## config.mk

```make
export PLATFORM = sky130hd
export DESIGN_NAME = cp0_nested
export DESIGN_NICKNAME = d
export VERILOG_FILES = /design/src/rtl/cp0_pkg.sv /design/src/rtl/cp0_timer.sv /design/src/rtl/cp0_nested.sv
export SDC_FILE = /design/constraint.sdc
export NUM_CORES = 1
export LEC_CHECK = 0
export BUFFER_PORTS_ARGS = -buffer_cell sky130_fd_sc_hd__buf_4
export CORE_ASPECT_RATIO = 0.9
export CORE_MARGIN = 2
export CORE_UTILIZATION = 55
export CTS_BUF_LIST = sky130_fd_sc_hd__clkbuf_4 sky130_fd_sc_hd__clkbuf_8
export DETAILED_ROUTE_END_ITERATION = 7
export HOLD_SLACK_MARGIN = 0.02
export PLACE_DENSITY_LB_ADDON = 0.2
export SLEW_MARGIN = 15
export SYNTH_ARGS = -nofsm -noshare
export SYNTH_HDL_FRONTEND = slang
export SYNTH_SLANG_ARGS = --single-unit
```

## constraint.sdc

```tcl
create_clock -name clk -period 4.3 [get_ports clk]
set_input_delay 0.86 -clock clk [delete_from_list [all_inputs] [get_ports clk]]
set_output_delay 0.86 -clock clk [all_outputs]
set_load 0.02 [all_outputs]
```

## src/rtl/cp0_pkg.sv

```systemverilog
// rtl/cp0_pkg.sv - register indices, exception codes and field offsets for cp0_nested
package cp0_pkg;

  // CP0 register indices
  localparam logic [4:0] CP0_COUNT   = 5'd9;
  localparam logic [4:0] CP0_COMPARE = 5'd11;
  localparam logic [4:0] CP0_STATUS  = 5'd12;
  localparam logic [4:0] CP0_CAUSE   = 5'd13;
  localparam logic [4:0] CP0_EPC     = 5'd14;

  // ExcCodes used by the control unit
  typedef enum logic [4:0] {
    EXC_INT = 5'd0,
    EXC_SYS = 5'd8,
    EXC_BP  = 5'd9,
    EXC_TEQ = 5'd13
  } exc_code_e;

  localparam int EXC_W   = 5;   // ExcCode width
  localparam int EXC_LSB = 2;   // Cause.ExcCode lsb
  localparam int IP_LSB  = 8;   // Cause.IP lsb
  localparam int IM_LSB  = 24;  // Status.IM lsb

endpackage

```

## src/rtl/cp0_timer.sv

```systemverilog
// rtl/cp0_timer.sv - Count/Compare timer with prescaler and sticky pending flag
//  clk, rst_n         clock, async active-low reset
//  count_we, wdata    mtc0 Count: load Count, clear prescaler, no increment/match this cycle
//  compare_we         mtc0 Compare: load Compare, clear pending
//  count, compare     current register values
//  pend               sticky timer pending
module cp0_timer #(
  parameter int DATA_W    = 32,
  parameter int TIMER_DIV = 1
) (
  input  logic              clk,
  input  logic              rst_n,
  input  logic              count_we,
  input  logic              compare_we,
  input  logic [DATA_W-1:0] wdata,
  output logic [DATA_W-1:0] count,
  output logic [DATA_W-1:0] compare,
  output logic              pend
);

  localparam int PW = (TIMER_DIV > 1) ? $clog2(TIMER_DIV) : 1;

  logic [PW-1:0]     presc_q, presc_d;
  logic [DATA_W-1:0] count_q, count_d;
  logic [DATA_W-1:0] compare_q, compare_d;
  logic              pend_q, pend_d;
  logic              tick;

  always_comb begin
    presc_d   = presc_q;
    count_d   = count_q;
    compare_d = compare_q;
    pend_d    = pend_q;
    tick      = (presc_q == PW'(TIMER_DIV - 1));
    if (count_we) begin
      count_d = wdata;
      presc_d = '0;
    end else begin
      presc_d = tick ? '0 : presc_q + PW'(1);
      if (tick) begin
        count_d = count_q + DATA_W'(1);
        // match is evaluated only on the increment, so a parked Count
        // equal to Compare does not re-arm after software clears pend
        if (count_d == compare_q) pend_d = 1'b1;
      end
    end
    // writing Compare acknowledges the timer, even against a same-cycle match
    if (compare_we) begin
      compare_d = wdata;
      pend_d    = 1'b0;
    end
  end

  always_ff @(posedge clk or negedge rst_n) begin
    if (!rst_n) begin
      presc_q   <= '0;
      count_q   <= '0;
      compare_q <= '1;
      pend_q    <= 1'b0;
    end else begin
      presc_q   <= presc_d;
      count_q   <= count_d;
      compare_q <= compare_d;
      pend_q    <= pend_d;
    end
  end

  assign count   = count_q;
  assign compare = compare_q;
  assign pend    = pend_q;

endmodule

```

## src/rtl/cp0_nested.sv

```systemverilog
// rtl/cp0_nested.sv - coprocessor 0 with nested status stack, masked irqs and timer
//  clk, rst_n              clock, async active-low reset
//  mfc0, mtc0, rd_sel      register read/write strobes and index
//  wdata                   mtc0 data
//  pc, exception, cause    exception entry: faulting PC and ExcCode
//  eret                    exception return
//  irq                     asynchronous level interrupt lines
//  rdata                   mfc0 data (0 when not reading)
//  status                  Status register
//  exc_addr                EPC during eret, handler vector otherwise
//  intr_req                interrupt request to control unit
//  timer_int               timer pending
//  nest_overflow           pulse after an entry taken at full nesting depth
module cp0_nested
  import cp0_pkg::*;
#(
  parameter int                DATA_W     = 32,
  parameter int                NUM_IRQ    = 6,
  parameter int                FIELD_W    = 5,
  parameter int                NEST_DEPTH = 3,
  parameter logic [DATA_W-1:0] EXC_VECTOR = 32'h00400004,
  parameter int                TIMER_DIV  = 1
) (
  input  logic               clk,
  input  logic               rst_n,
  input  logic               mfc0,
  input  logic               mtc0,
  input  logic [4:0]         rd_sel,
  input  logic [DATA_W-1:0]  wdata,
  input  logic [DATA_W-1:0]  pc,
  input  logic               exception,
  input  logic [4:0]         cause,
  input  logic               eret,
  input  logic [NUM_IRQ-1:0] irq,
  output logic [DATA_W-1:0]  rdata,
  output logic [DATA_W-1:0]  status,
  output logic [DATA_W-1:0]  exc_addr,
  output logic               intr_req,
  output logic               timer_int,
  output logic               nest_overflow
);

  localparam int SW = FIELD_W * (NEST_DEPTH + 1);
  localparam int IW = NUM_IRQ + 1;
  localparam int LW = $clog2(NEST_DEPTH + 1);
  localparam logic [SW-1:0] STACK_RST = SW'((1 << FIELD_W) - 1);

  logic [SW-1:0]      stack_q, stack_d;
  logic [IW-1:0]      im_q, im_d;
  logic [LW-1:0]      level_q, level_d;
  logic [EXC_W-1:0]   exc_code_q, exc_code_d;
  logic [DATA_W-1:0]  epc_q, epc_d;
  logic               ovf_q, ovf_d;
  logic [NUM_IRQ-1:0] sync1_q, sync1_d, sync2_q, sync2_d;

  logic [DATA_W-1:0]  count_val, compare_val, cause_val;
  logic               timer_pend;
  logic [IW-1:0]      ip;

  cp0_timer #(
    .DATA_W    (DATA_W),
    .TIMER_DIV (TIMER_DIV)
  ) u_timer (
    .clk        (clk),
    .rst_n      (rst_n),
    .count_we   (mtc0 && (rd_sel == CP0_COUNT)),
    .compare_we (mtc0 && (rd_sel == CP0_COMPARE)),
    .wdata      (wdata),
    .count      (count_val),
    .compare    (compare_val),
    .pend       (timer_pend)
  );

  assign ip = {timer_pend, sync2_q};

  always_comb begin
    status                 = '0;
    status[SW-1:0]         = stack_q;
    status[IM_LSB +: IW]   = im_q;
    cause_val              = '0;
    cause_val[EXC_LSB +: EXC_W] = exc_code_q;
    cause_val[IP_LSB +: IW]     = ip;
  end

  assign intr_req      = stack_q[0] & (|(ip & im_q));
  assign exc_addr      = eret ? epc_q : EXC_VECTOR;
  assign timer_int     = timer_pend;
  assign nest_overflow = ovf_q;

  always_comb begin
    rdata = '0;
    if (mfc0) begin
      case (rd_sel)
        CP0_COUNT:   rdata = count_val;
        CP0_COMPARE: rdata = compare_val;
        CP0_STATUS:  rdata = status;
        CP0_CAUSE:   rdata = cause_val;
        CP0_EPC:     rdata = epc_q;
        default:     rdata = '0;
      endcase
    end
  end

  // Only one of mtc0 / exception / eret is taken per edge, in that order.
  // An mtc0 to any index (including Count/Compare) blocks the other two.
  always_comb begin
    stack_d    = stack_q;
    im_d       = im_q;
    level_d    = level_q;
    exc_code_d = exc_code_q;
    epc_d      = epc_q;
    ovf_d      = 1'b0;
    sync1_d    = irq;
    sync2_d    = sync1_q;
    if (mtc0) begin
      case (rd_sel)
        CP0_STATUS: begin
          stack_d = wdata[SW-1:0];
          im_d    = wdata[IM_LSB +: IW];
        end
        CP0_CAUSE: exc_code_d = wdata[EXC_LSB +: EXC_W];
        CP0_EPC:   epc_d      = wdata;
        default:   ;
      endcase
    end else if (exception) begin
      stack_d    = stack_q << FIELD_W;
      ovf_d      = (level_q == LW'(NEST_DEPTH));
      if (level_q != LW'(NEST_DEPTH)) level_d = level_q + LW'(1);
      exc_code_d = cause;
      epc_d      = pc;
    end else if (eret) begin
      stack_d = stack_q >> FIELD_W;
      if (level_q != '0) level_d = level_q - LW'(1);
    end
  end

  always_ff @(posedge clk or negedge rst_n) begin
    if (!rst_n) begin
      stack_q    <= STACK_RST;
      im_q       <= '1;
      level_q    <= '0;
      exc_code_q <= '0;
      epc_q      <= '0;
      ovf_q      <= 1'b0;
      sync1_q    <= '0;
      sync2_q    <= '0;
    end else begin
      stack_q    <= stack_d;
      im_q       <= im_d;
      level_q    <= level_d;
      exc_code_q <= exc_code_d;
      epc_q      <= epc_d;
      ovf_q      <= ovf_d;
      sync1_q    <= sync1_d;
      sync2_q    <= sync2_d;
    end
  end

endmodule
```

==> reports/metrics.cfg, run 1 <==
[power_and_ir_drop]
fin_total_pwr_mw = 4.632
power_leakage_nw = 4.660
power.switching_mw = 1.783
irDropWorstVdd_uv = 280.2
power_density_nw_per_um2 = 439.9
pwr-share-seq = 0.462
internal-power_mw = 2.849
power_frac_comb = 0.288
swShare = 0.3849
p_clk_frac = 0.250

[global_route]
grt_max_degree = 105
antenna_found_initial = 0
grt_pass1_wl_mm = 43.30
grt_pass1_vias = 7584
grt_usage = 0.3472
overflow = 0

[clocking]
post_cts_buffers = 0
h-tree-depth = 4
clock_path_buffers = 2
insertion_delay_ns = 0.47
cts_resized = 0
numCtsBuffers = 17
hold_buffers = 0
cts_tree = built
path_clk_slew_ns = 0.09
numClockSinks = 144
root_buffer = clkbuf_8

[final_layout]
areaGrowthSynthToFinish_pct = 21.43
num_antenna_cells = 0
fin_util = 0.6818
drive_gt1_frac = 0.2972
n_fill_cell = 1292
nets = 1164

[detailed_routing]
drt_wl_total_mm = 28.11
routedWlPerCell_microns = 21.76
postRouteAntennaNets = 0
vias = 7916
met3_length_mm = 2.724
drt-pass1-iter-count = 5
drc = 0
wl_met1_mm = 12.66
drtIter0Drc = 947
wl_met2_mm = 12.16
top_layer_used = met4
via_per_inst = 6.127

[floorplan]
die_height_microns = 123.1
io_pins = 185
row_count = 43
die_w_microns = 136.3
dieArea_sq_um = 16780
core_sq_um = 15440
start_util = 0.5615

[synth]
synthFlopType = dfrtp_1
synth_area_per_cell_sq_um = 9.292
yosysWarnings = 0
ys_ff_latch = 144
synth_edf_count = 0
synth_most_common_cell = nor2_1
async_reset_ff_frac = 1.000
synthesis.area_sq_um = 8670
ys_top_cells_by_area = dfrtp_1 (29%), dfstp_2 (13%), mux2i_1 (11%), mux2_2 (5.3%), nor2_1 (4.8%)
synth_top_area_share = 0.2886
netlist.top_cell.by_area = dfrtp_1
ys_top_cells_by_count = nor2_1 (111), dfrtp_1 (100), mux2i_1 (93)
seq_area_frac_synth = 0.4220
synth_cell_type_count = 57
syn_inst = 933

[placement]
routabilityCongestion = 0.9504
portBuffers = 179
preCtsSetupSlack_ns = 0.8872
dp_hpwl_mm = 20.44

[worst_setup_path]
r2r_cells = 9
crit_path_end_kind = output port
cp_slowest_cell = o2111ai_2
cp.required_ns = 3.44
reg2reg_from = u_timer.count[0]$_DFF_PN0_
crit_path_frequent_cell = buf_4
crit_fanout = 37
cpPeakStageDelay_ns = 0.53
arrival_ns = 2.58
start_kind = input pin
critical_path_class = input pin to output port
crit_start = rd_sel[1]
crit_chain = buf_4 > nand3_1 > o2111ai_2 > buf_4 > nor2_1 > buf_4

[sta]
skew_ns = 0.01605
final.min_clock_period_ns = 3.444
max_slew_margin = 0.2486
setup_tns_ns = 0
finalHoldViolations = 0
rsz0062_at_grt = false
worst_slew_pin_slew_ns = 1.127
fmax_mhz = 290.3
finalSetupViolations = 0
setup_slack_ns = 0.8556
slew_viol_final = 0
post-route-period-util = 0.8010

[worst_hold_path]
worstHoldPathCells = 0
min_path_type = register to register
min_from = sync1_q[2]$_DFF_PN0_

[status]
outcome = completed

[run]
drv_cap = 0

cell type report:
type,instances,area [sq um],area share
Timing Repair Buffer,195,1480,0.1406
Sequential cell,144,3659,0.3475
Tap cell,202,252.7,0.02401
Inverter,7,26.28,0.002496
Clock buffer,17,234.0,0.02222
Clock inverter,15,183.9,0.01747
Multi-Input combinational cell,712,4692,0.4457
worst paths after layout:
| path | to | slack (ns) |
|---|---|---|
| setup / recovery | rdata[27] | 0.86 |
| hold / removal | sync2_q[2]$_DFF_PN0_ | 0.36 |
| setup reg to reg | u_timer.pend$_DFFE_PN0P_ | 0.95 |
| hold reg to reg | sync2_q[2]$_DFF_PN0_ | 0.36 |
| max in group asynchronous | u_timer.compare[31]$_DFFE_PN1P_ | 2.95 |
| min in group asynchronous | u_timer.count[3]$_DFF_PN0_ | 0.52 |
cell families (layout without fill, tap and decap cells):
logic type | Yosys count | count (layout) | share of synthesized area
AND/OR/NAND/NOR | 305 | 305 | 0.1689
AO/OA/AOI/OAI | 205 | 205 | 0.1423
flip-flops | 144 | 144 | 0.4220
multiplexers | 134 | 134 | 0.1606
buffers and inverters | 81 | 234 | 0.04171
XOR/XNOR | 62 | 62 | 0.06264
adder cells (fa/ha/maj) | 1 | 1 | 0.001443
other | 1 | 5 | 0.0004325
metal layers:
metal | global-route usage | vias to the layer above
li1 | - | 3589
met3 | 0.08897 | 45
met5 | 0 | -
met1 | 0.5177 | 3895
met4 | 0.09896 | 0
met2 | 0.4987 | 387
registers in the layout, summed over array words and instances, names as in the netlist:
name	count
epc_q	32
exc_code_q	5
im_q	7
level_q	2
nest_overflow	1
stack_q	20
sync1_q	6
sync2_q	6
u_timer.compare	32
u_timer.count	32
u_timer.pend	1
cells in the final DEF (no fill, tap or decap), types with 8 or more instances in the layout:
cell      count
mux2_2       41
xnor2_1      37
and2_1       30
a221oi_1     16
a22oi_1      16
nor2_1      111
o21ai_0      61
nand2_1      76
dfrtp_1     100
nand3_1      21
clkbuf_8     17
nand4_1      14
mux2i_1      93
buf_4       193
a21oi_1      72
o22ai_1      12
nor4_1        8
xor2_1       25
dfstp_2      44
power groups by stage:
stage	Sequential, mW	Combinational (mW)	Clock, mW
final	2.14	1.33	1.16
after global routing	2.19	1.46	1.22
after CTS	2.12	1.32	1.16
after detailed placement	2.14	1.32	0
after global placement	2.13	1.28	0
after floorplan	1.96	0.975	0
worst max-delay path: cells and delay by family:
family                 cells  cell delay, ns
AO/OA/AOI/OAI              1            0.53
AND/OR/NAND/NOR            2            0.30
buffers and inverters      3            0.88
metrics by stage:
step	cells	instance area [sq um]	hold slack, ns
final	1292	10530	0.3575
after global routing	1292	10530	0.3641
after CTS	1292	10530	0.3596
after detailed placement	1260	10110	0.3379
after global placement	1260	10110	0.3325
after floorplan	937	8685	0.3312
(Power assumes the default switching activity.)
==> run 2: changes to the inputs <==
==> constraint.sdc (replaced) <==
create_clock -name clk -period 3.5 [get_ports clk]
set_input_delay 0.7 -clock clk [delete_from_list [all_inputs] [get_ports clk]]
set_output_delay 0.7 -clock clk [all_outputs]
set_load 0.02 [all_outputs]
==> reports/metrics.cfg, run 2 (synthesis gave the netlist of run 1 again) <==
[worst_setup_path]
crit_start = u_timer.count[0]$_DFF_PN0_
reg2reg_from = u_timer.count[0]$_DFF_PN0_
start_kind = register
cp.required_ns = 3.87
crit_path_end_kind = register
critical_path_class = register to register
arrival_ns = 3.61
r2r_cells = 9
r2r_slack_ns = 0.26
regToRegEndpoint = u_timer.pend$_DFFE_PN0P_
crit_fanout = 8

[clocking]
cts_tree = built
insertion_delay_ns = 0.47
root_buffer = clkbuf_8
clock_path_buffers = 2
path_clk_slew_ns = 0.09
h-tree-depth = 4
hold_buffers = 0
numClockSinks = 144
cts_resized = 0
numCtsBuffers = 17
post_cts_buffers = 0

[floorplan]
die_w_microns = 136.3
start_util = 0.5615
die_height_microns = 123.1
core_sq_um = 15440
io_pins = 185
dieArea_sq_um = 16780
row_count = 43

[detailed_routing]
postRouteAntennaNets = 0
drtIter0Drc = 780
vias = 7840
met3_length_mm = 2.792
wl_met1_mm = 12.57
drt-pass1-iter-count = 6
routedWlPerCell_microns = 21.47
via_per_inst = 6.031
wl_met2_mm = 12.03
drc = 0
drt_wl_total_mm = 27.91
top_layer_used = met4

[placement]
portBuffers = 179
routabilityCongestion = 1.031
dp.cells = 1268
dp_hpwl_mm = 20.63

[sta]
skew_ns = 0.01226
fmax_mhz = 308.6
finalSetupViolations = 0
holdWs_ns = 0.2589
final.min_clock_period_ns = 3.240
rsz0062_at_grt = false
slew_viol_final = 0
worst_slew_pin_slew_ns = 0.8586
finalHoldViolations = 0
post-route-period-util = 0.9257
setup_tns_ns = 0
max_slew_margin = 0.4275

[final_layout]
areaGrowthSynthToFinish_pct = 21.99
num_antenna_cells = 0
final-instance-count-excl-fill = 1300
nets = 1172
drive_gt1_frac = 0.3024
layout_commonest_cell = buf_4
mostFrequentLayoutCells = buf_4 (200), nor2_1 (111), dfrtp_1 (100)

[global_route]
grt_max_degree = 82
overflow = 0
grt_usage = 0.3405
grt_pass1_vias = 7402
grt_pass1_wl_mm = 42.55
antenna_found_initial = 0

[worst_hold_path]
min_path_type = input pin to asynchronous set/reset pin

[status]
outcome = completed

[power_and_ir_drop]
irDropWorstVdd_uv = 387.2
power_leakage_nw = 4.689
fin_total_pwr_mw = 5.619
power_density_nw_per_um2 = 531.3

[run]
drv_cap = 0

==> run 2: area by class of cell <==
class / count / area (sq um)
Sequential cell: 144 / 3659
Clock inverter: 14 / 146.4
Clock buffer: 18 / 247.7
Fill cell: 1222 / 4865
Tap cell: 202 / 252.7
Inverter: 7 / 26.28
Multi-Input combinational cell: 712 / 4692
Timing Repair Buffer: 203 / 1553
==> run 2: report_power, final <==
part	internal [mW]	switching, mW	leakage (nW)
Combinational	0.773	0.905	2.83
Sequential	2.07	0.536	1.66
Clock	0.607	0.729	0.201
==> run 2: worst max path at each step <==
stage	endpoint	depth (start not counted)	slack, ns
floorplan	u_timer.pend$_DFFE_PN0P_	11	0.57
global placement	u_timer.pend$_DFFE_PN0P_	9	0.37
detailed placement	u_timer.pend$_DFFE_PN0P_	9	0.29
CTS	u_timer.pend$_DFFE_PN0P_	9	0.27
global route	u_timer.pend$_DFFE_PN0P_	9	0.003
finish	u_timer.pend$_DFFE_PN0P_	9	0.26
==> run 2: stage by stage <==
step,setup slack [ns],cell area (sq um),utilization
after CTS,0.2670,10580,0.6850
after global placement,0.3703,10180,0.6594
after detailed placement,0.2865,10180,0.6594
after floorplan,0.5728,8685,-
final,0.2600,10580,0.6850
after global routing,0.002986,10580,0.6850
==> run 2: layer usage <==
layer / GRT usage / vias to the layer above
met5: 0 / -
met4: 0.08919 / 0
met3: 0.09102 / 39
met2: 0.4931 / 372
met1: 0.5050 / 3826
li1: - / 3603
==> run 2: worst max-delay path, cell delays in order, from the launching register on <==
cell      delay [ns]
dfrtp_1         0.46
ha_1            0.34
nand2_1         0.18
or3_1           0.57
nor2_8          0.17
xnor2_1         0.10
a221o_1         0.35
a2111o_1        0.29
or4_4           0.51
o31ai_2         0.17
==> run 3: changes to the inputs <==
--- a/config.mk
+++ b/config.mk
@@ -13,6 +13,7 @@
 export DETAILED_ROUTE_END_ITERATION = 7
 export HOLD_SLACK_MARGIN = 0.02
 export PLACE_DENSITY_LB_ADDON = 0.2
+export REMOVE_ABC_BUFFERS = 1
 export SLEW_MARGIN = 15
 export SYNTH_ARGS = -nofsm -noshare
 export SYNTH_HDL_FRONTEND = slang
==> reports/metrics.cfg, run 3 (synthesis gave the netlist of run 1 again) <==
[detailed_routing]
routedWlPerCell_microns = 19.75
drt-pass1-iter-count = 6
drtIter0Drc = 587
drc = 0
postRouteAntennaNets = 0
via_per_inst = 5.959
vias = 7824
drt_wl_total_mm = 25.94

[worst_setup_path]
critPathTopFamily = simple AND/OR/NAND/NOR gates
start_kind = register
cp_slowest_cell = dfrtp_1
arrival_ns = 3.47
cp.required_ns = 3.86
crit_path_end_kind = register
cpPeakStageDelay_ns = 0.61
critical_path_buf_inv_count = 0
crit_chain = nand4_4 > or3_1 > nor3_1 > nor3b_1 > a211oi_1 > o21ai_0 > or4_4 > o31ai_2
critical_path_class = register to register
crit_fanout = 12

[global_route]
grt_pass1_wl_mm = 40.63
overflow = 0
grt_pass1_vias = 7409
grt_max_degree = 73
antenna_found_initial = 0
grt_usage = 0.3197

[clocking]
cts_resized = 0
path_clk_slew_ns = 0.08
insertion_delay_ns = 0.46
post_cts_buffers = 0
h-tree-depth = 4
numCtsBuffers = 17
root_buffer = clkbuf_8
cts_tree = built
hold_buffers = 0
numClockSinks = 144
clock_path_buffers = 2

[floorplan]
die_w_microns = 136.3
core_sq_um = 15440
dieArea_sq_um = 16780
row_count = 43
die_height_microns = 123.1
start_util = 0.5615
io_pins = 185

[run]
drv_cap = 0

[power_and_ir_drop]
p_clk_frac = 0.267
pwr-share-seq = 0.441
power_frac_comb = 0.292
power_density_nw_per_um2 = 543.5
swShare = 0.3556
internal-power_mw = 3.760
power.switching_mw = 2.075
power_leakage_nw = 4.783
irDropWorstVdd_uv = 315.6

[placement]
portBuffers = 179
dp_hpwl_mm = 19.09
routabilityCongestion = 1.017
dpl-instance-area_sq_um = 10270
preCtsSetupSlack_ns = 0.4752
dp.cells = 1281

[sta]
worst_slew_pin_slew_ns = 0.8280
finalSetupViolations = 0
max_slew_margin = 0.4429
slew_viol_final = 0
rsz0062_at_grt = false
finalHoldViolations = 0
setup_slack_ns = 0.3927
post-route-period-util = 0.8878
skew_ns = 0.009238
fmax_mhz = 321.8
final.min_clock_period_ns = 3.107

[worst_hold_path]
min_path_type = input pin to asynchronous set/reset pin

[final_layout]
num_antenna_cells = 0
layout_commonest_cell = buf_4
drive_gt1_frac = 0.3105
final_area_sq_um = 10740
final-instance-count-excl-fill = 1313
areaGrowthSynthToFinish_pct = 23.84
fin_util = 0.6953
mostFrequentLayoutCells = buf_4 (214), nor2_1 (111), dfrtp_1 (100)
nets = 1185

[status]
outcome = completed

-- run 3: changes by cell type in the layout (fill, tap and decap cells not counted), sizes merged --
cell    delta
buf       +13
inv        -6
bufinv     +4
clkbuf     +1
clkinv     +1
-- run 3: worst paths after layout --
kind | start | end | slack, ns | cells after the start
max | u_timer.count[3]$_DFF_PN0_ | u_timer.pend$_DFFE_PN0P_ | 0.39 | 8
min | rst_n | level_q[0]$_DFFE_PN0P_ | 0.22 | 1
max reg2reg | u_timer.count[3]$_DFF_PN0_ | u_timer.pend$_DFFE_PN0P_ | 0.39 | 8
min reg2reg | sync1_q[4]$_DFF_PN0_ | sync2_q[4]$_DFF_PN0_ | 0.35 | 0
max in group asynchronous | rst_n | u_timer.compare[16]$_DFFE_PN1P_ | 2.45 | 2
min in group clk | irq[3] | sync1_q[3]$_DFF_PN0_ | 0.34 | 1
-- run 3: metrics by stage --
stage	power [mW]	setup TNS, ns	hold slack [ns]
floorplan	3.500	-50.11	0.3312
global placement	4.230	0	0.3315
detailed placement	4.265	0	0.3347
CTS	5.826	0	0.2494
global route	6.147	0	0.2723
finish	5.835	0	0.2171
-- run 3: final cells by class --
| class | instances | area [sq um] |
|---|---|---|
| Tap cell | 202 | 252.7 |
| Fill cell | 1254 | 4705 |
| Clock buffer | 19 | 261.5 |
| Sequential cell | 144 | 3659 |
| Timing Repair Buffer | 216 | 1638 |
| Clock inverter | 13 | 207.7 |
| Multi-Input combinational cell | 712 | 4692 |
| Inverter | 7 | 26.28 |
-- run 3: power by group through the flow --
stage	clock network [mW]	logic, mW	registers (mW)
floorplan	0	0.988	2.51
global placement	0	1.66	2.57
detailed placement	0	1.68	2.58
CTS	1.58	1.69	2.56
global route	1.66	1.86	2.62
finish	1.56	1.70	2.57
-- run 3: routing by layer --
metal  GRT usage  part of all wire  vias up
met2      0.4890              0.45      334
li1            -                 -     3642
met5           0                 0        -
met4     0.09180             0.020        0
met3     0.06765             0.077       39
met1      0.4609              0.45     3809
